--- config.mk ---
export PLATFORM = sky130hd
export DESIGN_NAME = perf_counter_bank
export DESIGN_NICKNAME = d
export VERILOG_FILES = /design/src/rtl/perf_pkg.sv /design/src/rtl/perf_counter_channel.sv /design/src/rtl/perf_counter_bank.sv
export SDC_FILE = /design/constraint.sdc
export NUM_CORES = 1
export LEC_CHECK = 0
export CORE_ASPECT_RATIO = 1.1
export CORE_MARGIN = 3
export CORE_UTILIZATION = 25
export CTS_CLUSTER_DIAMETER = 50
export DETAILED_ROUTE_END_ITERATION = 12
export HOLD_SLACK_MARGIN = 0.06
export PLACE_DENSITY = 0.4
export SLEW_MARGIN = 0
export SYNTH_ARGS = -nofsm -noshare
export SYNTH_HDL_FRONTEND = slang
export SYNTH_HIERARCHICAL = 1
export SYNTH_SLANG_ARGS = --single-unit
--- constraint.sdc ---
create_clock -name clk -period 4.2 [get_ports clk]
set_input_delay 0.63 -clock clk [delete_from_list [all_inputs] [get_ports clk]]
set_output_delay 0.63 -clock clk [all_outputs]
set_load 0.05 [all_outputs]
--- src/rtl/perf_pkg.sv ---
// perf_pkg: register map, legacy decode constants and CTRL packing for the perf counter bank
package perf_pkg;
    localparam int CTRL_EN   = 0;
    localparam int CTRL_CLR  = 1;
    localparam int CTRL_SNAP = 2;
    localparam int CTRL_MODE = 3;
    localparam int CTRL_OVF  = 8;
    typedef enum logic [1:0] {
        REG_CTRL    = 2'd0,
        REG_LIVE_LO = 2'd1,
        REG_SNAP_LO = 2'd2,
        REG_SNAP_HI = 2'd3
    } reg_e;
    localparam logic [31:0] LEG_CTRL_ADDR = 32'hFFFF_FFF4;
    localparam logic [31:0] LEG_READ_ADDR = 32'hFFFF_FFF8;
    localparam logic [31:0] MAGIC_ON      = 32'hAFA5_1A91;
    localparam logic [31:0] MAGIC_OFF     = 32'h0AFA_5109;
    localparam logic [2:0]  SIZE_WORD     = 3'b010;
    function automatic logic [31:0] ctrl_word(input logic ovf, input logic mode, input logic en);
        logic [31:0] w;
        w = '0;
        w[CTRL_OVF]  = ovf;
        w[CTRL_MODE] = mode;
        w[CTRL_EN]   = en;
        return w;
    endfunction
endpackage

--- src/rtl/perf_counter_channel.sv ---
// perf_counter_channel: one counter with enable, mode, one-shot clear/snapshot and sticky overflow
module perf_counter_channel
    import perf_pkg::*;
#(
    parameter int                   CNT_WIDTH = 32,
    parameter logic [CNT_WIDTH-1:0] RST_CNT   = '0
) (
    input  logic                 clk,
    input  logic                 rst,
    input  logic                 ctrl_we,
    input  logic [31:0]          wdata,
    input  logic                 event_i,
    output logic [31:0]          live,
    output logic [CNT_WIDTH-1:0] snap,
    output logic                 en,
    output logic                 mode,
    output logic                 ovf
);
    logic [CNT_WIDTH-1:0] count;
    logic inc, clr, unused_wdata;
    assign inc = en & (~mode | event_i);
    assign clr = ctrl_we & wdata[CTRL_CLR];
    assign live = count[31:0];
    assign unused_wdata = ^{wdata[31:9], wdata[7:4]};
    always_ff @(posedge clk) begin
        if (rst) begin
            count <= RST_CNT;
            snap  <= '0;
            en    <= 1'b0;
            mode  <= 1'b0;
            ovf   <= 1'b0;
        end else begin
            count <= clr ? '0 : count + CNT_WIDTH'(inc);
            // a wrap in the same cycle as a W1C still leaves OVF set
            ovf   <= (inc & ~clr & (&count)) | (ovf & ~(ctrl_we & wdata[CTRL_OVF]));
            if (ctrl_we && wdata[CTRL_SNAP])
                snap <= count;
            if (ctrl_we) begin
                en   <= wdata[CTRL_EN];
                mode <= wdata[CTRL_MODE];
            end
        end
    end
endmodule

--- src/rtl/perf_counter_bank.sv ---
// perf_counter_bank: memory-mapped bank of performance counters with legacy channel-0 decode
module perf_counter_bank
    import perf_pkg::*;
#(
    parameter int          NUM_CNT   = 4,
    parameter int          CNT_WIDTH = 32,
    parameter logic [31:0] BASE_ADDR = 32'hFFFF_FE00,
    parameter bit          LEGACY_EN = 1'b1,
    parameter logic [63:0] RST_CNT   = '0
) (
    input  logic               clk,
    input  logic               rst,
    input  logic [31:0]        dmemAddr,
    input  logic [31:0]        dmemWdata,
    input  logic               dmemWen,
    input  logic [2:0]         dmemSize,
    input  logic [NUM_CNT-1:0] event_i,
    output logic               mmioHit,
    output logic [31:0]        mmioRdata
);
    localparam logic [31:0] WIN_BYTES = 32'(NUM_CNT * 16);
    logic [31:0] offset;
    logic in_win, leg_ctrl, leg_read, wr, leg_we;
    logic [3:0] ch;
    reg_e rsel;
    logic [31:0] live [NUM_CNT];
    logic [CNT_WIDTH-1:0] snap [NUM_CNT];
    logic [NUM_CNT-1:0] en, mode, ovf;
    logic [63:0] snap_ext;
    assign offset   = dmemAddr - BASE_ADDR;
    assign in_win   = offset < WIN_BYTES;
    assign ch       = offset[7:4];
    assign rsel     = reg_e'(offset[3:2]);
    assign leg_ctrl = LEGACY_EN && (dmemAddr == LEG_CTRL_ADDR);
    assign leg_read = LEGACY_EN && (dmemAddr == LEG_READ_ADDR);
    assign mmioHit  = in_win | leg_ctrl | leg_read;
    assign wr       = dmemWen & mmioHit & (dmemSize == SIZE_WORD);
    assign leg_we   = wr & leg_ctrl & ((dmemWdata == MAGIC_ON) | (dmemWdata == MAGIC_OFF));
    for (genvar i = 0; i < NUM_CNT; i++) begin : g_ch
        logic we_win, we_leg;
        assign we_win = wr & in_win & (ch == 4'(i)) & (rsel == REG_CTRL);
        assign we_leg = (i == 0) & leg_we;
        // legacy toggles only EN, so it is replayed as a CTRL write that keeps MODE
        perf_counter_channel #(
            .CNT_WIDTH(CNT_WIDTH),
            .RST_CNT  (RST_CNT[CNT_WIDTH-1:0])
        ) u_ch (
            .clk    (clk),
            .rst    (rst),
            .ctrl_we(we_win | we_leg),
            .wdata  (we_leg ? ctrl_word(1'b0, mode[i], dmemWdata == MAGIC_ON) : dmemWdata),
            .event_i(event_i[i]),
            .live   (live[i]),
            .snap   (snap[i]),
            .en     (en[i]),
            .mode   (mode[i]),
            .ovf    (ovf[i])
        );
    end
    always_comb begin
        mmioRdata = '0;
        snap_ext  = '0;
        for (int i = 0; i < NUM_CNT; i++) begin
            if (in_win && ch == 4'(i)) begin
                snap_ext  = 64'(snap[i]);
                mmioRdata = rsel == REG_CTRL    ? ctrl_word(ovf[i], mode[i], en[i]) :
                            rsel == REG_LIVE_LO ? live[i] :
                            rsel == REG_SNAP_LO ? snap_ext[31:0] : snap_ext[63:32];
            end
        end
        if (leg_read)
            mmioRdata = live[0];
    end
endmodule

==> results of run 1 <==
[power groups by stage]
stage               Clock, W  Sequential [W]  Combinational, W
finish               0.00386         0.00254          0.000405
global route         0.00406         0.00254          0.000434
CTS                  0.00395         0.00254          0.000407
detailed placement         0         0.00260          0.000405
global placement           0         0.00260          0.000408
floorplan                  0         0.00260          0.000171
[final timing paths]
check | to | slack [ns] | depth (start not counted)
hold reg to reg | g_ch[2].u_ch/snap[19] | 0.45 | 2
hold / removal | g_ch[2].u_ch/snap[19] | 0.45 | 2
setup / recovery | mmioRdata[9] | 0.15 | 9
setup reg to reg | g_ch[1].u_ch/live[24] | 1.47 | 7
[sequential cells by signal (all words and copies together) (netlist names)]
| register | count |
|---|---|
| g_ch.u_ch/ovf | 4 |
| g_ch.u_ch/snap | 128 |
| g_ch.u_ch/live | 128 |
| g_ch.u_ch/mode | 4 |
| g_ch.u_ch/en | 4 |
[per-layer routing]
metal | vias to the layer above | part of all wire | track usage
li1 | 6831 | - | -
met1 | 7004 | 0.47 | 0.2682
met2 | 364 | 0.46 | 0.3024
met3 | 58 | 0.052 | 0.03821
met4 | 0 | 0.017 | 0.04569
met5 | - | 0 | 0
[placed cells by master (no fill, tap or decap), types with 7 or more instances in the layout]
cell type and count:
nand4_1 59, buf_4 77, ha_1 13, mux2i_1 28
and3_1 21, a21oi_1 199, clkbuf_16 44, bufinv_16 8
inv_1 18, a41o_1 8, buf_12 50, nand3_1 50
dfxtp_1 268, xor2_1 38, o31ai_1 25, nand2_1 336
nand2b_1 14, a211oi_1 7, or3_1 21, a22o_1 29
clkinv_2 7, nor3_1 16, a2111oi_0 20, a31oi_1 9
nor4_1 29, and4_1 33, nor2_1 89, a221oi_1 90
a32oi_1 26, o21ai_0 38, xnor2_1 17, and2_1 15
or4_1 21, clkdlybuf4s50_1 72
[worst register-to-register path: cells and delay by family, from the launching register on]
family	cells	cell delay [ns]
and+or+nand+nor	3	1.12
AOI/OAI and AO/OA	2	0.69
adders and majority gates	2	0.51
DFF	1	0.35
[metrics by stage]
| step | hold slack [ns] | area [um^2] | setup slack [ns] | cells |
|---|---|---|---|---|
| global route | 0.4682 | 18360 | 0.01173 | 2639 |
| CTS | 0.4545 | 18360 | 0.06879 | 2638 |
| global placement | 0.4419 | 16800 | 0.1220 | 2559 |
| finish | 0.4526 | 18370 | 0.1492 | 2642 |
| floorplan | 0.4360 | 14130 | 0.4059 | 1753 |
| detailed placement | 0.4464 | 16800 | 0.09881 | 2559 |
[repair_timing]
item                                    in CTS  in global routing
endpoints found under the setup margin       0                  1
gates resized for setup                      0                  1
setup buffers                                0                  0
[area by class of cell]
type | instances | area share
multi-input combinational | 1338 | 0.4438
sequential | 268 | 0.2921
timing repair buffer | 199 | 0.1252
tap | 736 | 0.05014
antenna | 4 | 0.0005450
inverter | 18 | 0.003679
clock buffer | 54 | 0.06472
clock inverter | 25 | 0.01982
==> summary.txt, run 1 <==
Drt
  – Routed via count: 14,260
  – Initial DRC count: 1,197
  – Drc violations: 0
  – DR vias/cell: 5.396
  – First-pass DRT Iterations: 7
  – Routed Antenna Nets: 0
  – Avg WL per Cell: 22.08 um
  – Drt total wl: 58.35 mm

CTS
  – Clk Latency, worst-skew pair: 0.57 ns
  – Clk buf depth: 3
  – H-tree depth: 2
  – Clock transition at the registers of the reported paths: 0.05 ns
  – Post-CTS Hold Fix Bufs: 0
  – CTS buffer count: 43
  – Clock Tree Root: clkbuf_16
  – TritonCTS clock tree: built
  – Clock sink count: 268

STA
  – Slew Limit Fails: 0
  – Tcrit/Tclk final: 0.9645
  – Final hold vios: 0
  – TNS Setup: 0 ns
  – RSZ-0062 raised after global routing: no
  – Max-slew headroom: 0.4352
  – Fin Clk Skew: 0.02085 ns
  – Max frequency: 246.9 MHz
  – Min Tclk post-route: 4.051 ns
  – Final number of setup-violating endpoints: 0
  – Worst-Margin Slew: 0.8394 ns

Worst setup path
  – WP buf/inv: 3
  – Worst setup startpoint: dmemAddr[5]
  – Worst path max stage delay: 0.59 ns
  – Setup crit end kind: output port
  – Startpoint types: input port
  – Slowest cell on crit path: clkdlybuf4s50_1
  – Cell family with most CP delay: buffers and inverters
  – Crit Path Category: in2out
  – Critical Path RT: 3.57 ns
  – Critical path arrival: 3.42 ns
  – Max FO, Critical Path: 7
  – Critical-path cell list: clkdlybuf4s50_1 -> nand2_1 -> nor4_1 -> nand4_2 -> buf_4 -> a32oi_1 -> a2111oi_0 -> a22o_1 -> buf_12
  – RR Startpoint: g_ch[1].u_ch/en

Placement
  – Placer Congestion: 0.8438
  – Post-DP HPWL: 42.17 mm
  – I/O Buffers: 106

Cells and area
  – Reg area: 5365 um^2
  – FILL cells: 5,827
  – Core Util, Final: 0.3315
  – Area of the multi-input gates: 8150 um^2
  – Area delta synth->final: 29.98%
  – Share of layout cells above drive strength 1: 0.1314
  – # nets final: 1,955

Hold path
  – Hold Startpoint: g_ch[2].u_ch/snap[19]
  – HP Class: reg2reg

Floorplan
  – Chip height: 255.3 um
  – Die ar.: 59,410 um^2
  – Io pins: 107
  – # rows: 90
  – Area of the core: 55,400 um^2
  – Horiz. Die Dim: 232.7 um
  – Initial Util: 0.2550

Yosys
  – Syn nets: 1,840
  – Post-Syn Area: 14,130 um^2
  – Synth Instances: 1,753
  – Avg Inst Size Synth: 8.060 um^2
  – YS warnings: 6

Power
  – Combinational Power Share: 0.060
  – Tot Pwr: 0.006805 W
  – Internal: 0.005210 W
  – Sw power: 0.001595 W
  – Switch share: 0.2344
  – Part of the power in registers: 0.374
  – Max IR drop VDD: 237.3 uV
  – Lkg Pwr: 6.143 nW
  – Part of the power in the clock network: 0.567
  – Power density over cell area: 370.5 nW/um^2

GRT
  – Pin count of the biggest net entering global routing: 81
  – First-pass GRT wire length: 87.96 mm
  – Vias in the first global route: 13,600
  – Total gr overflow: 0
  – Initial antenna violation count: 1
  – Total GRT Usage: 0.1918

Run
  – Max_cap viols: 0

Run status
  – Status: finished, final reports clean
(Power assumes the default switching activity.)
==> inputs of run 2 (changes only) <==
- CORE_UTILIZATION: 25 -> 50
- PLACE_DENSITY: 0.4 -> 0.69
- SLEW_MARGIN: 0 -> unset
- clock period: 4.2 -> 5.3 ns (I/O delays scaled with it)
==> run 2 against run 1 <==
Against the previous run:
- final cell count is 17% lower
- first-iteration DRC count is 43% higher
- wire length is 22% lower
- worst hold slack better by 0.00087 ns
- highest routed layer unchanged
==> summary.txt, run 2 (synthesis gave the netlist of run 1 again) <==
Run status
  – Status: finished, final reports clean

STA
  – Max frequency: 206.0 MHz
  – Tcrit/Tclk final: 0.9159
  – Final hold vios: 0
  – RSZ-0062 raised after global routing: no
  – Worst-Margin Slew: 1.030 ns
  – Slew Limit Fails: 0
  – Min Tclk post-route: 4.854 ns
  – Final number of setup-violating endpoints: 0
  – TNS Setup: 0 ns
  – Max-slew headroom: 0.3136
  – Fin Clk Skew: 0.02175 ns

CTS
  – Post-CTS Resized: 0
  – H-tree depth: 2
  – TritonCTS clock tree: built
  – CTS buffer count: 34
  – Clock sink count: 268
  – Post-CTS Hold Fix Bufs: 0
  – Clk Latency, worst-skew pair: 0.52 ns
  – Clk buf depth: 3
  – Clock Tree Root: clkbuf_16
  – Clock transition at the registers of the reported paths: 0.05 ns
  – # Post-CTS Setup Buffers: 0

Worst setup path
  – Critical path arrival: 4.06 ns
  – R2R setup slack: 2.39 ns
  – Crit Path Category: in2out
  – Critical Path RT: 4.51 ns
  – Setup crit end kind: output port
  – Startpoint types: input port
  – Max FO, Critical Path: 8

Cells and area
  – Area delta synth->final: 19.55%
  – Most common cell after layout, fill and taps aside: nand2_1
  – Reg area: 5365 um^2
  – FILL cells: 2,387
  – Share of layout cells above drive strength 1: 0.09425
  – Most frequent cells in the layout: 336 x nand2_1, 268 x dfxtp_1, 199 x a21oi_1
  – Core Util, Final: 0.6176
  – Antenna diodes: 0
  – # nets final: 1,887
  – Area of the multi-input gates: 8150 um^2

GRT
  – Initial antenna violation count: 0
  – Pin count of the biggest net entering global routing: 92
  – Total GRT Usage: 0.2909
  – Total gr overflow: 0
  – Vias in the first global route: 12,860
  – First-pass GRT wire length: 72.18 mm

Hold path
  – HP Class: reg2reg

Drt
  – Avg WL per Cell: 20.96 um
  – First-pass DRT Iterations: 6
  – Routed Antenna Nets: 0
  – Initial DRC count: 1,714
  – Drc violations: 0
  – DR vias/cell: 6.520
  – Routed via count: 14,230
  – Drt total wl: 45.74 mm

Floorplan
  – Horiz. Die Dim: 166.3 um
  – Die ar.: 30,310 um^2
  – Chip height: 182.3 um
  – # rows: 63
  – Area of the core: 27,350 um^2
  – Initial Util: 0.5166
  – Io pins: 107

Placement
  – Post-DP HPWL: 31.98 mm
  – Placer Congestion: 0.9180
  – I/O Buffers: 106

Power
  – Lkg Pwr: 5.613 nW
  – Power density over cell area: 278.3 nW/um^2
  – Max IR drop VDD: 253.3 uV

Run
  – Max_cap viols: 0
run 2: cell types whose count changed in the layout (fill, tap and decap cells not counted), sizes merged:
cell and delta:
clkinvlp -2, diode -4, buf -60, clkdlybuf4s50 +1
clkinv -7, bufinv -5, inv +2, clkbuf -6
run 2: critical path: stages:
cell and delay [ns]:
clkdlybuf4s50_1 0.49, ha_1 0.28, nand3_1 0.17, nor2_1 0.09
or4_1 0.43, a221oi_2 0.31, nand4_1 0.41, o21ai_0 0.22
clkdlybuf4s50_1 0.86
run 2: through the flow:
stage               area (um^2)  hold WS, ns  worst slack (ns)  std cells  power [W]
finish                    16890       0.4535            0.4459       2182   0.004701
detailed placement        15710       0.4464            0.4952       2121   0.002330
CTS                       16890       0.4544            0.4925       2182   0.004727
global route              16890       0.4699            0.2785       2182   0.004830
floorplan                 14130       0.4360             1.176       1753   0.002194
global placement          15710       0.4411            0.5989       2121   0.002329
run 2: layer usage:
layer	track usage	vias up	wire, um
met1	0.4025	6854	19580
met3	0.05134	88	3650
li1	-	6678	-
met4	0.1063	0	1666
met2	0.4586	607	20830
met5	0	-	0
run 2: worst paths after layout:
path / from / to / cells past startpoint
worst min register to register: g_ch[1].u_ch/snap[0] / g_ch[1].u_ch/snap[0] / 2
worst min-delay path: g_ch[1].u_ch/snap[0] / g_ch[1].u_ch/snap[0] / 2
worst max-delay path: dmemAddr[10] / mmioHit / 9
worst max register to register: g_ch[1].u_ch/en / g_ch[1].u_ch/live[26] / 7
run 2: layout make-up:
cell class	count	share of cell area
clock inverter	13	0.01030
inverter	18	0.004000
sequential	268	0.3176
clock buffer	48	0.05948
multi-input combinational	1338	0.4825
timing repair buffer	140	0.09970
tap	357	0.02644
run 2: report_power, final:
| group | switching (W) | total, W | internal (W) |
|---|---|---|---|
| Combinational | 0.000172 | 0.000277 | 0.000105 |
| Clock | 0.000928 | 0.00241 | 0.00148 |
| Sequential | 0.00000000000000409 | 0.00201 | 0.00201 |
